--- src/rtl/shift_arb_ctrl.sv ---
// Round-robin arbiter sharing one MSB-first serial shift channel between two
// parallel-word requesters, with framing, per-bit strobe and completion pulse.
module shift_arb_ctrl #(
    parameter int WIDTH   = 8,
    parameter int BIT_DIV = 1
) (
    input  logic             clk,
    input  logic             rst,
    input  logic             req0_valid,
    input  logic [WIDTH-1:0] req0_data,
    output logic             req0_ready,
    input  logic             req1_valid,
    input  logic [WIDTH-1:0] req1_data,
    output logic             req1_ready,
    output logic             sout,
    output logic             sframe,
    output logic             sstrobe,
    output logic             src_id,
    output logic             done,
    output logic             busy
);

    localparam int CW = (WIDTH > 1) ? $clog2(WIDTH) : 1;
    localparam int DW = (BIT_DIV > 1) ? $clog2(BIT_DIV) : 1;
    localparam logic [CW-1:0] BIT_LAST = CW'(WIDTH - 1);
    localparam logic [CW-1:0] BIT_ONE  = CW'(1);
    localparam logic [DW-1:0] DIV_LAST = DW'(BIT_DIV - 1);
    localparam logic [DW-1:0] DIV_ONE  = DW'(1);

    typedef enum logic [1:0] {
        ST_IDLE  = 2'd0,
        ST_SHIFT = 2'd1,
        ST_DONE  = 2'd2
    } state_t;

    state_t           state_r;
    logic [WIDTH-1:0] shreg_r;
    logic [CW-1:0]    bit_cnt_r;
    logic [DW-1:0]    div_cnt_r;
    logic             last_grant_r;
    logic             src_id_r;
    logic             sout_r;
    logic             sframe_r;
    logic             sstrobe_r;
    logic             done_r;
    logic             busy_r;

    logic             grant_s;
    logic             idle_s;
    logic             ready0_s;
    logic             ready1_s;
    logic             load_s;
    logic [WIDTH-1:0] load_data_s;

    // Round-robin pick: on a tie the requester that did not win last time goes.
    always_comb begin
        grant_s = 1'b0;
        if (req0_valid && req1_valid) begin
            grant_s = ~last_grant_r;
        end else if (req1_valid) begin
            grant_s = 1'b1;
        end else begin
            grant_s = 1'b0;
        end
    end

    assign idle_s      = (state_r == ST_IDLE);
    assign ready0_s    = req0_valid & ~grant_s & idle_s;
    assign ready1_s    = req1_valid &  grant_s & idle_s;
    assign load_s      = ready0_s | ready1_s;
    assign load_data_s = grant_s ? req1_data : req0_data;

    // Frame sequencer; outputs are registered alongside the state they describe.
    always_ff @(posedge clk or negedge rst) begin
        if (!rst) begin
            state_r      <= ST_IDLE;
            shreg_r      <= {WIDTH{1'b0}};
            bit_cnt_r    <= {CW{1'b0}};
            div_cnt_r    <= {DW{1'b0}};
            last_grant_r <= 1'b1;
            src_id_r     <= 1'b0;
            sout_r       <= 1'b0;
            sframe_r     <= 1'b0;
            sstrobe_r    <= 1'b0;
            done_r       <= 1'b0;
            busy_r       <= 1'b0;
        end else begin
            case (state_r)
                ST_IDLE: begin
                    done_r <= 1'b0;
                    if (load_s) begin
                        state_r      <= ST_SHIFT;
                        shreg_r      <= load_data_s;
                        bit_cnt_r    <= {CW{1'b0}};
                        div_cnt_r    <= {DW{1'b0}};
                        last_grant_r <= grant_s;
                        src_id_r     <= grant_s;
                        sout_r       <= load_data_s[WIDTH-1];
                        sframe_r     <= 1'b1;
                        sstrobe_r    <= 1'b1;
                        busy_r       <= 1'b1;
                    end else begin
                        sout_r    <= 1'b0;
                        sframe_r  <= 1'b0;
                        sstrobe_r <= 1'b0;
                        busy_r    <= 1'b0;
                    end
                end
                ST_SHIFT: begin
                    if (div_cnt_r == DIV_LAST) begin
                        if (bit_cnt_r < BIT_LAST) begin
                            // Next bit becomes MSB; sout shows it from the next cycle.
                            shreg_r   <= {shreg_r[WIDTH-2:0], 1'b0};
                            bit_cnt_r <= bit_cnt_r + BIT_ONE;
                            div_cnt_r <= {DW{1'b0}};
                            sout_r    <= shreg_r[WIDTH-2];
                            sframe_r  <= 1'b1;
                            sstrobe_r <= 1'b1;
                        end else begin
                            state_r   <= ST_DONE;
                            sout_r    <= 1'b0;
                            sframe_r  <= 1'b0;
                            sstrobe_r <= 1'b0;
                            done_r    <= 1'b1;
                        end
                    end else begin
                        div_cnt_r <= div_cnt_r + DIV_ONE;
                        sout_r    <= shreg_r[WIDTH-1];
                        sframe_r  <= 1'b1;
                        sstrobe_r <= 1'b0;
                    end
                end
                ST_DONE: begin
                    state_r   <= ST_IDLE;
                    done_r    <= 1'b0;
                    busy_r    <= 1'b0;
                    sout_r    <= 1'b0;
                    sframe_r  <= 1'b0;
                    sstrobe_r <= 1'b0;
                end
                default: begin
                    state_r   <= ST_IDLE;
                    done_r    <= 1'b0;
                    busy_r    <= 1'b0;
                    sout_r    <= 1'b0;
                    sframe_r  <= 1'b0;
                    sstrobe_r <= 1'b0;
                end
            endcase
        end
    end

    assign req0_ready = ready0_s;
    assign req1_ready = ready1_s;
    assign sout       = sout_r;
    assign sframe     = sframe_r;
    assign sstrobe    = sstrobe_r;
    assign src_id     = src_id_r;
    assign done       = done_r;
    assign busy       = busy_r;

endmodule

--- config.mk ---
export PLATFORM = sky130hd
export DESIGN_NAME = shift_arb_ctrl
export DESIGN_NICKNAME = d
export VERILOG_FILES = /design/src/rtl/shift_arb_ctrl.sv
export SDC_FILE = /design/constraint.sdc
export NUM_CORES = 1
export LEC_CHECK = 0
export CAP_MARGIN = 25
export CORE_UTILIZATION = 34
export CTS_BUF_LIST = sky130_fd_sc_hd__clkbuf_4
export DETAILED_ROUTE_END_ITERATION = 8
export PLACE_DENSITY = 0.58
export SLEW_MARGIN = 20
export SYNTH_ARGS = -nofsm -noshare
export SYNTH_HDL_FRONTEND = slang
export SYNTH_SLANG_ARGS = --single-unit
--- constraint.sdc ---
create_clock -name clk -period 3.76 [get_ports clk]
set_input_delay 1.128 -clock clk [delete_from_list [all_inputs] [get_ports clk]]
set_output_delay 1.128 -clock clk [all_outputs]
set_load 0.01 [all_outputs]
======== Word level (Yosys, flattened, before mapping) ========
Cells that the tools add are included.
word-level totals
  output and inout bits ................... 8
  register bits ........................... 21
  word-level logic and storage cells ...... 66
cells by class
  add/sub/neg operators ................... 2
  magnitude comparators ................... 1
  muxes and demuxes ....................... 32
  bitwise gates (word level) .............. 7
  equal/unequal tests ..................... 5
  reduce and logical (&&, ||, !) cells .... 8
operator list
  cell                                                count
  two-way mux 8 bit                                   4
  case mux 8 bit (2 select lines)                     1
  two-way mux 1 bit                                   14
  case mux 1 bit (2 select lines)                     5
  two-way mux 3 bit                                   3
  two-way mux 2 bit                                   3
  != test 2 bit (second input constant)               3
  case mux 3 bit (2 select lines)                     1
  AND reduction 2 bit                                 3
  AND 1 bit                                           4
  case mux 2 bit (2 select lines)                     1
  AND reduction 4 bit                                 1
  adder 3 x 1 -> 3 bit (second input constant)        1
  less-than comparator 3 bit (second input constant)  1
  AND reduction 3 bit                                 1
  == test 2 x 1 -> 1 bit (second input constant)      1
  zero test 2 bit                                     1
  != test 2 x 1 -> 1 bit (second input constant)      1
  NOT 1 bit                                           2
  nonzero test 2 bit                                  1
  adder 1 bit (second input constant)                 1
  logical AND 1 bit                                   1
  bitwise OR 1 bit                                    1

======== Depth between registers and ports, before layout ========
Gate-level depths: netlist of run 1.
  depth in word-level cells ............... 8
  depth in mapped cells ................... 5

======== Worst setup path after synthesis of run 1 ========
OpenSTA, ideal clock, no wires.
  kind .................................... input-to-output
  start point ............................. in req1_valid
  end point ............................... out req1_ready
  slack ................................... 0.844 ns
  cell stages on the path ................. 3
  arrival ................................. 1.788 ns
  path through ............................ a21bo_2 > buf_2 > nor3_1
between the ends
  cells in the longest elaborated chain, start to end .. 4
  elaborated cells between the ends (all ways) .. 5
ends and longest elaborated chain
  what                                                           RTL line  text
  from (decl)                                                    12        input logic req1_valid,
  two-way mux 1 bit / logical AND 1 bit (equally long branches)  60, 58
  two-way mux 1 bit                                              58        if (req0_valid && req1_valid) begin
  AND 1 bit (*) (2 in series)                                    69        assign ready1_s = req1_valid & grant_s & idle_s;
  to (decl)                                                      14        output logic req1_ready,
Every way passes the cells marked *; elsewhere a longest branch is shown, timed or not.

======== Worst setup path in the final report of run 1 ========
  start point ............................. in req0_valid
  end point ............................... out req0_ready
between the ends
  cells in the longest elaborated chain, start to end .. 5
ends and longest elaborated chain
  what                         RTL line  text
  from (decl)                  9         input logic req0_valid,
  logical AND 1 bit            58
  two-way mux 1 bit            58
  NOT 1 bit                    68        assign ready0_s = req0_valid & ~grant_s & idle_s;
  AND 1 bit (*) (2 in series)  68
  to (decl)                    11        output logic req0_ready,
Marks and branches as above.

==> results of run 1 <==
==> logic make-up after synthesis <==
logic type               Yosys count  share of synthesized area, %
AO/OA/AOI/OAI                     38                          30.5
flip-flops                        18                          47.3
AND/OR/NAND/NOR                   17                          8.91
buffers and inverters             14                          6.95
multiplexers                       3                          4.98
adder cells (fa/ha/maj)            1                          1.31
==> metal layers <==
layer | vias up | track usage (%) | wire length [um]
met5 | - | 0 | 0
met4 | 0 | 7.50 | 40
met3 | 5 | 2.73 | 112
met2 | 23 | 22.1 | 812
met1 | 343 | 19.0 | 918
li1 | 377 | - | -
==> power by group <==
group | switching, W | total, W | internal (W)
Combinational | 0.000242 | 0.000491 | 0.000249
Clock | 0.0000614 | 0.000100 | 0.0000386
Sequential | 0.0000553 | 0.000345 | 0.000290
==> final timing paths <==
path / startpoint / to / slack (ns)
max: req0_valid / req0_ready / 0.17
max reg2reg: state_r[1]$_DFFE_PN0P_ / shreg_r[0]$_DFFE_PN0P_ / 2.06
min in group asynchronous: rst / busy$_DFFE_PN0N_ / 1.29
min: src_id$_DFFE_PN0P_ / src_id$_DFFE_PN0P_ / 0.49
max in group asynchronous: rst / shreg_r[2]$_DFFE_PN0P_ / 1.97
min reg2reg: src_id$_DFFE_PN0P_ / src_id$_DFFE_PN0P_ / 0.49
==> layout make-up <==
cell class / count / area, um2 / area share [%]
repair buffers: 30 / 292 / 22.8
clock inverters: 1 / 3.75 / 0.294
multi-input cells: 59 / 437 / 34.2
inverters: 9 / 33.8 / 2.64
clock buffers: 3 / 22.5 / 1.76
flip-flops and latches: 18 / 452 / 35.4
well taps: 30 / 37.5 / 2.94
==> synth_stat cells <==
master    instances
dfrtp_1          17
a21oi_1          10
inv_1             9
nand2_1           8
o21ai_0           7
a21boi_0          6
o22ai_2           6
nor2_1            3
a21o_1            2
buf_2             2
a21bo_2           1
a21boi_2          1
a22o_1            1
a22o_4            1
a31oi_1           1
buf_4             1
buf_6             1
clkbuf_1          1
dfstp_2           1
ha_1              1
mux2_4            1
mux2i_1           1
mux2i_4           1
nand2b_1          1
nand3_1           1
nand3_2           1
nor2b_2           1
nor3_1            1
o21ai_2           1
o32ai_1           1
or2_4             1
==> state kept, by name (all words and copies together), names as in the netlist <==
signal / flops
bit_cnt_r: 3
sout: 1
shreg_r: 7
src_id: 1
busy: 1
last_grant_r: 1
state_r: 2
done: 1
sframe: 1
==> critical path, delay by kind of cell <==
family	cells	cell delay [ns]
simple gates	1	0.06
buf+inv	3	1.15
compound gates	1	0.12
==> through the flow <==
| stage | hold WS [ns] | util (%) |
|---|---|---|
| 5_1_grt | 0.533 | 49.8 |
| 6_report | 0.493 | 49.8 |
| 3_3_place_gp | 0.474 | 48.8 |
| 2_1_floorplan | 0.473 | - |
| 3_5_place_dp | 0.465 | 48.8 |
| 4_1_cts | 0.492 | 49.8 |
==> what timing repair did <==
item | in CTS | in global routing
endpoints found under the setup margin | 1 | 0
gates resized for setup | 1 | 0
hold endpoints to repair | 0 | 0
==> results.json, run 1 <==
{
  "reg2regPathDepth": 3,
  "holdPathStages": 1,
  "synth_area_leaders": "dfrtp_1 (45%), o22ai_2 (7.9%), a21oi_1 (5.2%), a21boi_0 (4.7%), o21ai_0 (3.7%)",
  "slew_violations": 0,
  "track_usage_pct": 14.4,
  "final_cell_mix": "clkdlybuf4s50_1 (26), dfrtp_1 (17), a21oi_1 (10), inv_1 (9), nand2_1 (8)",
  "core_area_um2": 2570,
  "min_period_ns": 3.59,
  "h-tree-depth": 1,
  "max-clock-path-buffers": 2,
  "peakVddDrop_uv": 361,
  "cts_tree": "done",
  "routed_wl_um": 1880,
  "drtIter0Drc": 4,
  "clkSinkCount": 18,
  "p_total_w": 0.000936,
  "finalClockSkew_ns": 0.00545,
  "path_cells": "clkdlybuf4s50_1, buf_4, nand2_1, a21oi_1, clkdlybuf4s50_1",
  "criticalPathCategory": "input port to output pin",
  "setup_viol": 0,
  "antenna_left": 0,
  "cp-end-kind": "output pin",
  "num_vias": 748,
  "cp_slowest_cell": "clkdlybuf4s50_1",
  "cts_root_buffer": "clkbuf_4",
  "fp.dieH_um": 55.0,
  "startpoint_type": "input port",
  "antenna_found_initial": 0,
  "syn_inst": 91,
  "power_density_nw_per_um2": 733,
  "cts_made_buffers": 3,
  "num_antenna_cells": 0,
  "area_growth_pct": 33.8,
  "postCtsSetupRepairBufs": 0,
  "avgSynthCellArea_um2": 10.5,
  "max_cap_viol_count": 0,
  "rows": 18,
  "insertion_delay_ns": 0.30,
  "postCtsHoldBufs": 0,
  "hp-class": "flip-flop to flip-flop",
  "grt_pass1_vias": 683,
  "crit_top_cell": "clkdlybuf4s50_1",
  "grt_pass1_wl_um": 3030,
  "stdcell_count": 150,
  "dpl.hpwl_um": 1350,
  "rsz0062_at_grt": "false",
  "drcViolationCount": 0,
  "floorplan.initialDensity_pct": 37.2,
  "io_buffers": 27,
  "first_pass_iters": 4,
  "cpPeakStageDelay_ns": 0.54,
  "fillers": 259,
  "grt_max_degree": 19,
  "dpl-instance-area_um2": 1250,
  "synth.largest_area_cell": "dfrtp_1",
  "ios": 28,
  "hold_viol": 0,
  "cts.reportedPaths.clkPinSlew_ns": 0.11,
  "die_x_um": 55.0,
  "ys_types": 31,
  "ys_seq_area_share_pct": 47.3,
  "slew_headroom_pct": 45.8,
  "syn_area_um2": 955,
  "p_leak_nw": 0.577,
  "fin_ws_ns": 0.172,
  "synth.top_cell.area_share_pct": 44.6,
  "worst_slew_pin_slew_ns": 0.811,
  "via_per_inst": 4.99,
  "final_nets": 142,
  "detail_route.wl_per_cell_um": 12.6,
  "dp.cells": 146,
  "layout_commonest_cell": "clkdlybuf4s50_1",
  "synth-seq-cells": 18,
  "post-place-ws_ns": -0.0688,
  "crit_required_ns": 2.63,
  "grt.overflow.total": 0,
  "synth_fp_nets": 112,
  "final_area_um2": 1280,
  "arrival_ns": 2.46,
  "critPathMaxFanout": 4,
  "yosys_warnings": 0,
  "status": "finished, final reports clean",
  "period_share_pct": 95.4,
  "finalWeightedCongestion": 0.699,
  "dieArea_um2": 3020,
  "layout-drive-gt1-share_pct": 18.3,
  "clock.fmax_mhz": 279,
  "fin_setup_tns_ns": 0
}
Note: power is estimated with default switching activity, not from simulation.
==> run 2, diff against run 1 <==
Settings changed: GPL_ROUTABILITY_DRIVEN set to 0.
==> results of run 2 <==
Same layout as run 1: the final DEF is identical, and so are final timing and power.
